File: config.mk
export PLATFORM = sky130hd
export DESIGN_NAME = fb_addr_gen
export DESIGN_NICKNAME = d
export VERILOG_FILES = /design/src/rtl/fb_addr_pkg.sv /design/src/rtl/fb_addr_calc.sv /design/src/rtl/fb_addr_gen.sv
export SDC_FILE = /design/constraint.sdc
export NUM_CORES = 1
export LEC_CHECK = 0
export BUFFER_PORTS_ARGS = -buffer_cell sky130_fd_sc_hd__buf_2
export CAP_MARGIN = 20
export CORE_UTILIZATION = 52
export DETAILED_ROUTE_END_ITERATION = 8
export GPL_TIMING_DRIVEN = 0
export PLACE_DENSITY = 0.76
export SYNTH_ARGS = -nofsm -noshare
export SYNTH_HDL_FRONTEND = slang
export SYNTH_SLANG_ARGS = --single-unit
File: constraint.sdc
create_clock -name clk -period 3 [get_ports clk]
set_input_delay 0.3 -clock clk [delete_from_list [all_inputs] [get_ports clk]]
set_output_delay 0.3 -clock clk [all_outputs]
set_load 0.05 [all_outputs]
File: src/rtl/fb_addr_pkg.sv
// Shared types and default geometry for the framebuffer address generator.
package fb_addr_pkg;

  localparam int unsigned DEF_X_W    = 10;
  localparam int unsigned DEF_Y_W    = 10;
  localparam int unsigned DEF_ADDR_W = 19;
  localparam int unsigned DEF_STRIDE = 512;
  localparam int unsigned DEF_BASE   = 0;
  localparam int unsigned DEF_H_RES  = 640;
  localparam int unsigned DEF_V_RES  = 480;

  typedef enum logic {
    MODE_POINT = 1'b0,
    MODE_RECT  = 1'b1
  } mode_e;

  typedef enum logic [1:0] {
    ST_IDLE = 2'd0,
    ST_EMIT = 2'd1,
    ST_SCAN = 2'd2
  } state_e;

  // A coordinate outside the visible area still gets an address; this only flags it.
  function automatic logic is_oob(input int unsigned x, input int unsigned y,
                                  input int unsigned h_res, input int unsigned v_res);
    return (x >= h_res) || (y >= v_res);
  endfunction

endpackage

File: src/rtl/fb_addr_calc.sv
// Combinational BASE + y*STRIDE + x, wrapping modulo 2^ADDR_W.
// Only used when a command is accepted; per-beat stepping is incremental.
module fb_addr_calc
  import fb_addr_pkg::*;
#(
  parameter int unsigned X_W    = DEF_X_W,
  parameter int unsigned Y_W    = DEF_Y_W,
  parameter int unsigned ADDR_W = DEF_ADDR_W,
  parameter int unsigned STRIDE = DEF_STRIDE,
  parameter int unsigned BASE   = DEF_BASE
) (
  input  logic [X_W-1:0]    x_i,
  input  logic [Y_W-1:0]    y_i,
  output logic [ADDR_W-1:0] addr_o
);

  // Bits above ADDR_W never reach the result, so the sum is formed at ADDR_W directly.
  always_comb begin
    addr_o = ADDR_W'(y_i) * ADDR_W'(STRIDE) + ADDR_W'(BASE) + ADDR_W'(x_i);
  end

endmodule

File: src/rtl/fb_addr_gen.sv
// Framebuffer address generator: turns a point or a rectangle (raster order)
// into a stream of linear addresses with coordinate, last and out-of-bounds tags.
//
// Handshakes: a transfer happens on a rising edge where valid && ready. A
// producer keeps valid and its payload stable until the transfer; ready may
// depend combinationally on the other side's ready (in_ready follows out_ready
// on the final beat so a new command can start with no bubble).
module fb_addr_gen
  import fb_addr_pkg::*;
#(
  parameter int unsigned X_W    = DEF_X_W,
  parameter int unsigned Y_W    = DEF_Y_W,
  parameter int unsigned ADDR_W = DEF_ADDR_W,
  parameter int unsigned STRIDE = DEF_STRIDE,
  parameter int unsigned BASE   = DEF_BASE,
  parameter int unsigned H_RES  = DEF_H_RES,
  parameter int unsigned V_RES  = DEF_V_RES
) (
  input  logic              clk,
  input  logic              rst_n,
  input  logic              mode,
  input  logic              in_valid,
  output logic              in_ready,
  input  logic [X_W-1:0]    x0,
  input  logic [Y_W-1:0]    y0,
  input  logic [X_W-1:0]    x1,
  input  logic [Y_W-1:0]    y1,
  output logic              out_valid,
  input  logic              out_ready,
  output logic [ADDR_W-1:0] out_addr,
  output logic [X_W-1:0]    out_x,
  output logic [Y_W-1:0]    out_y,
  output logic              out_last,
  output logic              out_oob,
  output logic              cmd_err,
  output logic              busy,
  output state_e            dbg_state
);

  localparam logic [ADDR_W-1:0] STRIDE_A = ADDR_W'(STRIDE);

  state_e            state_q, state_d;
  logic              out_valid_q, out_valid_d;
  logic [ADDR_W-1:0] out_addr_q, out_addr_d;
  logic [X_W-1:0]    out_x_q, out_x_d;
  logic [Y_W-1:0]    out_y_q, out_y_d;
  logic              out_last_q, out_last_d;
  logic              out_oob_q, out_oob_d;
  logic              cmd_err_q, cmd_err_d;
  logic [X_W-1:0]    x0_q, x0_d;
  logic [X_W-1:0]    x1_q, x1_d;
  logic [Y_W-1:0]    y1_q, y1_d;
  logic [ADDR_W-1:0] row_base_q, row_base_d;

  logic [ADDR_W-1:0] pt_addr, row0_addr;
  logic              out_fire, accept, degenerate;

  logic              row_end;
  logic [X_W-1:0]    step_x;
  logic [Y_W-1:0]    step_y;
  logic [ADDR_W-1:0] step_row, step_addr;

  fb_addr_calc #(
    .X_W(X_W), .Y_W(Y_W), .ADDR_W(ADDR_W), .STRIDE(STRIDE), .BASE(BASE)
  ) u_calc_pt (
    .x_i   (x0),
    .y_i   (y0),
    .addr_o(pt_addr)
  );

  // Row base of the first row: the same product with x forced to zero.
  fb_addr_calc #(
    .X_W(X_W), .Y_W(Y_W), .ADDR_W(ADDR_W), .STRIDE(STRIDE), .BASE(BASE)
  ) u_calc_row (
    .x_i   (X_W'(0)),
    .y_i   (y0),
    .addr_o(row0_addr)
  );

  assign out_fire   = out_valid_q && out_ready;
  assign in_ready   = (state_q == ST_IDLE) || (out_fire && out_last_q);
  assign accept     = in_valid && in_ready;
  assign degenerate = (x1 < x0) || (y1 < y0);

  assign out_valid = out_valid_q;
  assign out_addr  = out_addr_q;
  assign out_x     = out_x_q;
  assign out_y     = out_y_q;
  assign out_last  = out_last_q;
  assign out_oob   = out_oob_q;
  assign cmd_err   = cmd_err_q;
  assign busy      = (state_q != ST_IDLE);
  assign dbg_state = state_q;

  // Next raster position: step x within a row, or wrap to x0 and add one stride.
  always_comb begin
    row_end   = (out_x_q == x1_q);
    step_x    = out_x_q + 1'b1;
    step_y    = out_y_q;
    step_row  = row_base_q;
    step_addr = out_addr_q + 1'b1;
    if (row_end) begin
      step_x    = x0_q;
      step_y    = out_y_q + 1'b1;
      step_row  = row_base_q + STRIDE_A;
      step_addr = row_base_q + STRIDE_A + ADDR_W'(x0_q);
    end
  end

  // Next state and output register: retire/advance beats, then load a new command.
  always_comb begin
    state_d     = state_q;
    out_valid_d = out_valid_q;
    out_addr_d  = out_addr_q;
    out_x_d     = out_x_q;
    out_y_d     = out_y_q;
    out_last_d  = out_last_q;
    out_oob_d   = out_oob_q;
    cmd_err_d   = 1'b0;
    x0_d        = x0_q;
    x1_d        = x1_q;
    y1_d        = y1_q;
    row_base_d  = row_base_q;

    if (out_fire) begin
      if (out_last_q) begin
        state_d     = ST_IDLE;
        out_valid_d = 1'b0;
      end else begin
        out_x_d    = step_x;
        out_y_d    = step_y;
        out_addr_d = step_addr;
        row_base_d = step_row;
        out_last_d = (step_x == x1_q) && (step_y == y1_q);
        out_oob_d  = is_oob(32'(step_x), 32'(step_y), H_RES, V_RES);
      end
    end

    if (accept) begin
      if (mode_e'(mode) == MODE_POINT) begin
        state_d     = ST_EMIT;
        out_valid_d = 1'b1;
        out_addr_d  = pt_addr;
        out_x_d     = x0;
        out_y_d     = y0;
        out_last_d  = 1'b1;
        out_oob_d   = is_oob(32'(x0), 32'(y0), H_RES, V_RES);
      end else if (degenerate) begin
        cmd_err_d = 1'b1;
      end else begin
        state_d     = ST_SCAN;
        out_valid_d = 1'b1;
        x0_d        = x0;
        x1_d        = x1;
        y1_d        = y1;
        row_base_d  = row0_addr;
        out_addr_d  = pt_addr;
        out_x_d     = x0;
        out_y_d     = y0;
        out_last_d  = (x0 == x1) && (y0 == y1);
        out_oob_d   = is_oob(32'(x0), 32'(y0), H_RES, V_RES);
      end
    end
  end

  // State and datapath registers; reset discards any in-flight command.
  always_ff @(posedge clk or negedge rst_n) begin
    if (!rst_n) begin
      state_q     <= ST_IDLE;
      out_valid_q <= 1'b0;
      out_addr_q  <= '0;
      out_x_q     <= '0;
      out_y_q     <= '0;
      out_last_q  <= 1'b0;
      out_oob_q   <= 1'b0;
      cmd_err_q   <= 1'b0;
      x0_q        <= '0;
      x1_q        <= '0;
      y1_q        <= '0;
      row_base_q  <= '0;
    end else begin
      state_q     <= state_d;
      out_valid_q <= out_valid_d;
      out_addr_q  <= out_addr_d;
      out_x_q     <= out_x_d;
      out_y_q     <= out_y_d;
      out_last_q  <= out_last_d;
      out_oob_q   <= out_oob_d;
      cmd_err_q   <= cmd_err_d;
      x0_q        <= x0_d;
      x1_q        <= x1_d;
      y1_q        <= y1_d;
      row_base_q  <= row_base_d;
    end
  end

endmodule

==> metrics.csv <==
metric;value;unit
num rows;38;
Final #Nets;901;
CP max stage delay;0.50;ns
Syn Inst Count;719;
Hold/Removal Path Class;input port to register;
Clock Latency Late Sink;0.35;ns
Pre-antenna DRT Iters;5;
period utilization;1.063;
CTS Buffer Depth;2;
Die ar.;11920;um2
Req. time, crit path;3.28;ns
root cell of the clock tree;clkbuf_16;
synthesized flop and latch total;85;
Routability Congestion;0.9483;
Setup crit start kind;register;
Post-synth EDFFs;0;
Via density;6.123;
failing checks;setup timing;
Mapped Avg Cell Area;8.306;um2
Worst-path clk slew;0.06;ns
status;finished, violations left;
FFs w/ async S/R, synth;1.000;
ANT nets after route;0;
Synth Flop Type;dfrtp_1;
Slew Limit Fails;0;
Routed WL;19.01;mm
# setup viols final;1;
io pins;92;
Final Worst Setup Slack;-0.1876;ns
total CTS buffers;9;
core area;11030;um2
vias in the first global route;5702;
DIE HEIGHT;109.2;um
initial antenna violation count;1;
critical path depth in cells;12;
Crit path top cell by count;buf_4;
reg2reg setup slack;-0.19;ns
most common cell after layout, fill and taps aside;buf_2;
worst vdd ir;557.5;uV
clock skew;0.01080;ns
worst reg2reg path depth;12;
dpl hpwl;14.31;mm
critical-path cell list;xor2_1 -> nor4_2 -> nand3_2 -> buf_4 -> buf_12 -> buf_4 -> mux2i_1 -> xnor2_1 -> a31oi_1 -> nand4_1 -> or4_4 -> a21oi_2;
hold_ws;0.1836;ns
crit-path max FO;7;
MaxCap Viol Count;0;
Iter 0 DRT Violations;553;
drt drc;0;
critical path data arrival time;3.47;ns
Final Hold Vio Count;0;
die width;109.2;um
via count;5952;
critical path type;register to register;
antenna cells;0;
RSZ-0062 raised after global routing;yes;
crit path to;out_last$_DFF_PN0_;
P per Cell Area;1049;nW/um2
layout cell share with drive strength beyond 1;0.2055;
delay-heaviest family, CP;simple AND/OR/NAND/NOR gates;
Leak;0.003216;uW
area grow syn2layout;17.52;%
global-route wire length before repair;29.44;mm
Max Freq;313.7;MHz
GR Overflow Total;0;
Starting Density;0.5414;
CP endpoint kind;register;
min Tclk post-route;3.188;ns
largest net degree at the start of global routing;54;
Least-Margin Pin Slew;0.7560;ns
H-Tree Depth;3;
sequential element share of the synthesized area;0.3562;
crit path from;out_x[2]$_DFF_PN0_;
slowest cell on the critical path;or4_4;
CTS tree;yes;
distinct cell type count after synthesis;53;
crit path buf inv count;3;
Final Core Density;0.6362;
total clock sinks;85;
wire length per cell;19.56;um
Synth Warn #;0;
Post-Syn Area;5972;um2
FF-to-FF Start;out_x[2]$_DFF_PN0_;
RR Endpoint;out_last$_DFF_PN0_;
syn nets;792;
most frequent cells in the layout;buf_2 (92), nand2_1 (82), dfrtp_1 (76);
IO buf count;91;
max_slew headroom;0.4960;
gr usage total;0.3332;
## layout make-up
class	instances	area, um2
Sequential cell	85	2138
Buffer	35	158.9
Multi-Input combinational cell	561	3587
Clock buffer	13	260.3
Timing Repair Buffer	102	560.5
Tap cell	140	175.2
Fill cell	969	4013
Clock inverter	2	10.01
Inverter	34	127.6
## logic make-up (layout without fill, tap and decap cells)
logic type	count (synthesis)	after routing	synth area share
simple gates	250	250	0.1965
compound gates	174	174	0.1676
flops	85	85	0.3562
xor+xnor	75	75	0.1100
buf+inv	73	186	0.04861
mux	32	32	0.06013
fa+ha+maj	29	29	0.06034
other cells	1	1	0.0006279
## cell usage after synthesis (2+ instances only)
library cell | n | share of area
or2_2 | 4 | 0.0042
xnor2_1 | 36 | 0.053
a21oi_1 | 55 | 0.046
or4_1 | 3 | 0.0038
nor3_1 | 12 | 0.010
clkbuf_1 | 28 | 0.018
o21ai_0 | 60 | 0.050
o21a_1 | 4 | 0.0050
xor2_1 | 39 | 0.057
nor2_1 | 70 | 0.044
nor2b_1 | 4 | 0.0042
o22ai_1 | 17 | 0.018
or3_1 | 3 | 0.0031
nand3_1 | 27 | 0.023
a31oi_1 | 8 | 0.0084
nand4_1 | 15 | 0.016
buf_6 | 2 | 0.0038
o211ai_1 | 2 | 0.0025
mux2i_1 | 10 | 0.017
and4_1 | 3 | 0.0044
dfrtp_1 | 85 | 0.36
a22oi_1 | 5 | 0.0063
ha_1 | 28 | 0.059
mux2_2 | 21 | 0.040
a21o_1 | 7 | 0.0088
nor4_2 | 2 | 0.0042
and3_1 | 15 | 0.016
a41oi_1 | 4 | 0.0059
a211oi_1 | 3 | 0.0038
a221oi_1 | 2 | 0.0029
inv_1 | 34 | 0.021
nand2_1 | 82 | 0.052
buf_1 | 8 | 0.0050
nor4_1 | 2 | 0.0021
## how the worst min path moves through the flow
stage,from,endpoint,slack (ns),cells after the start
2_1_floorplan,rst_n,cmd_err$_DFF_PN0_,0.004,0
3_3_place_gp,dbg_state[0]$_DFF_PN0_,dbg_state[0]$_DFF_PN0_,0.48,2
3_5_place_dp,rst_n,x1_q[5]$_DFFE_PN0P_,0.28,1
4_1_cts,mode,dbg_state[0]$_DFF_PN0_,0.18,2
5_1_grt,mode,dbg_state[0]$_DFF_PN0_,0.19,2
6_report,mode,dbg_state[0]$_DFF_PN0_,0.18,2
## sequential cells by signal, indices dropped and copies added, names as in the netlist
signal,count
out_addr,19
out_x,10
out_y,10
row_base_q,10
x0_q,10
x1_q,10
y1_q,10
dbg_state,2
cmd_err,1
out_last,1
out_oob,1
out_valid,1
## routing by layer
layer	wire length, um	vias up	global-route usage
li1	-	2744	-
met1	7780	2833	0.4319
met2	8909	318	0.5247
met3	1710	57	0.07233
met4	608	0	0.1631
met5	0	-	0
## timing repair
action	in CTS	in global routing
pin swaps	1	8
setup endpoints to repair	41	41
cloned	0	0
resized for setup	4	20
endpoints found under the hold margin	32	0
buffers inserted	0	9
hold buffers	1	0
## per-stage QoR
stage / instance area, um2 / std cells / TNS (ns) / total power [uW] / setup WS [ns]
2_1_floorplan: 5993 / 719 / 0 / 5093 / 0.03779
3_3_place_gp: 6624 / 950 / -16.35 / 6056 / -0.6127
3_5_place_dp: 6654 / 951 / -17.89 / 6163 / -0.6559
4_1_cts: 6939 / 966 / -0.07817 / 7242 / -0.07817
5_1_grt: 7018 / 972 / -0.2885 / 7754 / -0.2867
6_report: 7018 / 972 / -0.1876 / 7365 / -0.1876
## power by group
part	switching, uW	total, uW	leakage, uW	internal (uW)
registers	803	2500	0.00103	1690
logic	2530	3810	0.00205	1280
clock network	461	1060	0.000135	600
total	3800	7360	0.00322	3570
(Power assumes the default switching activity.)
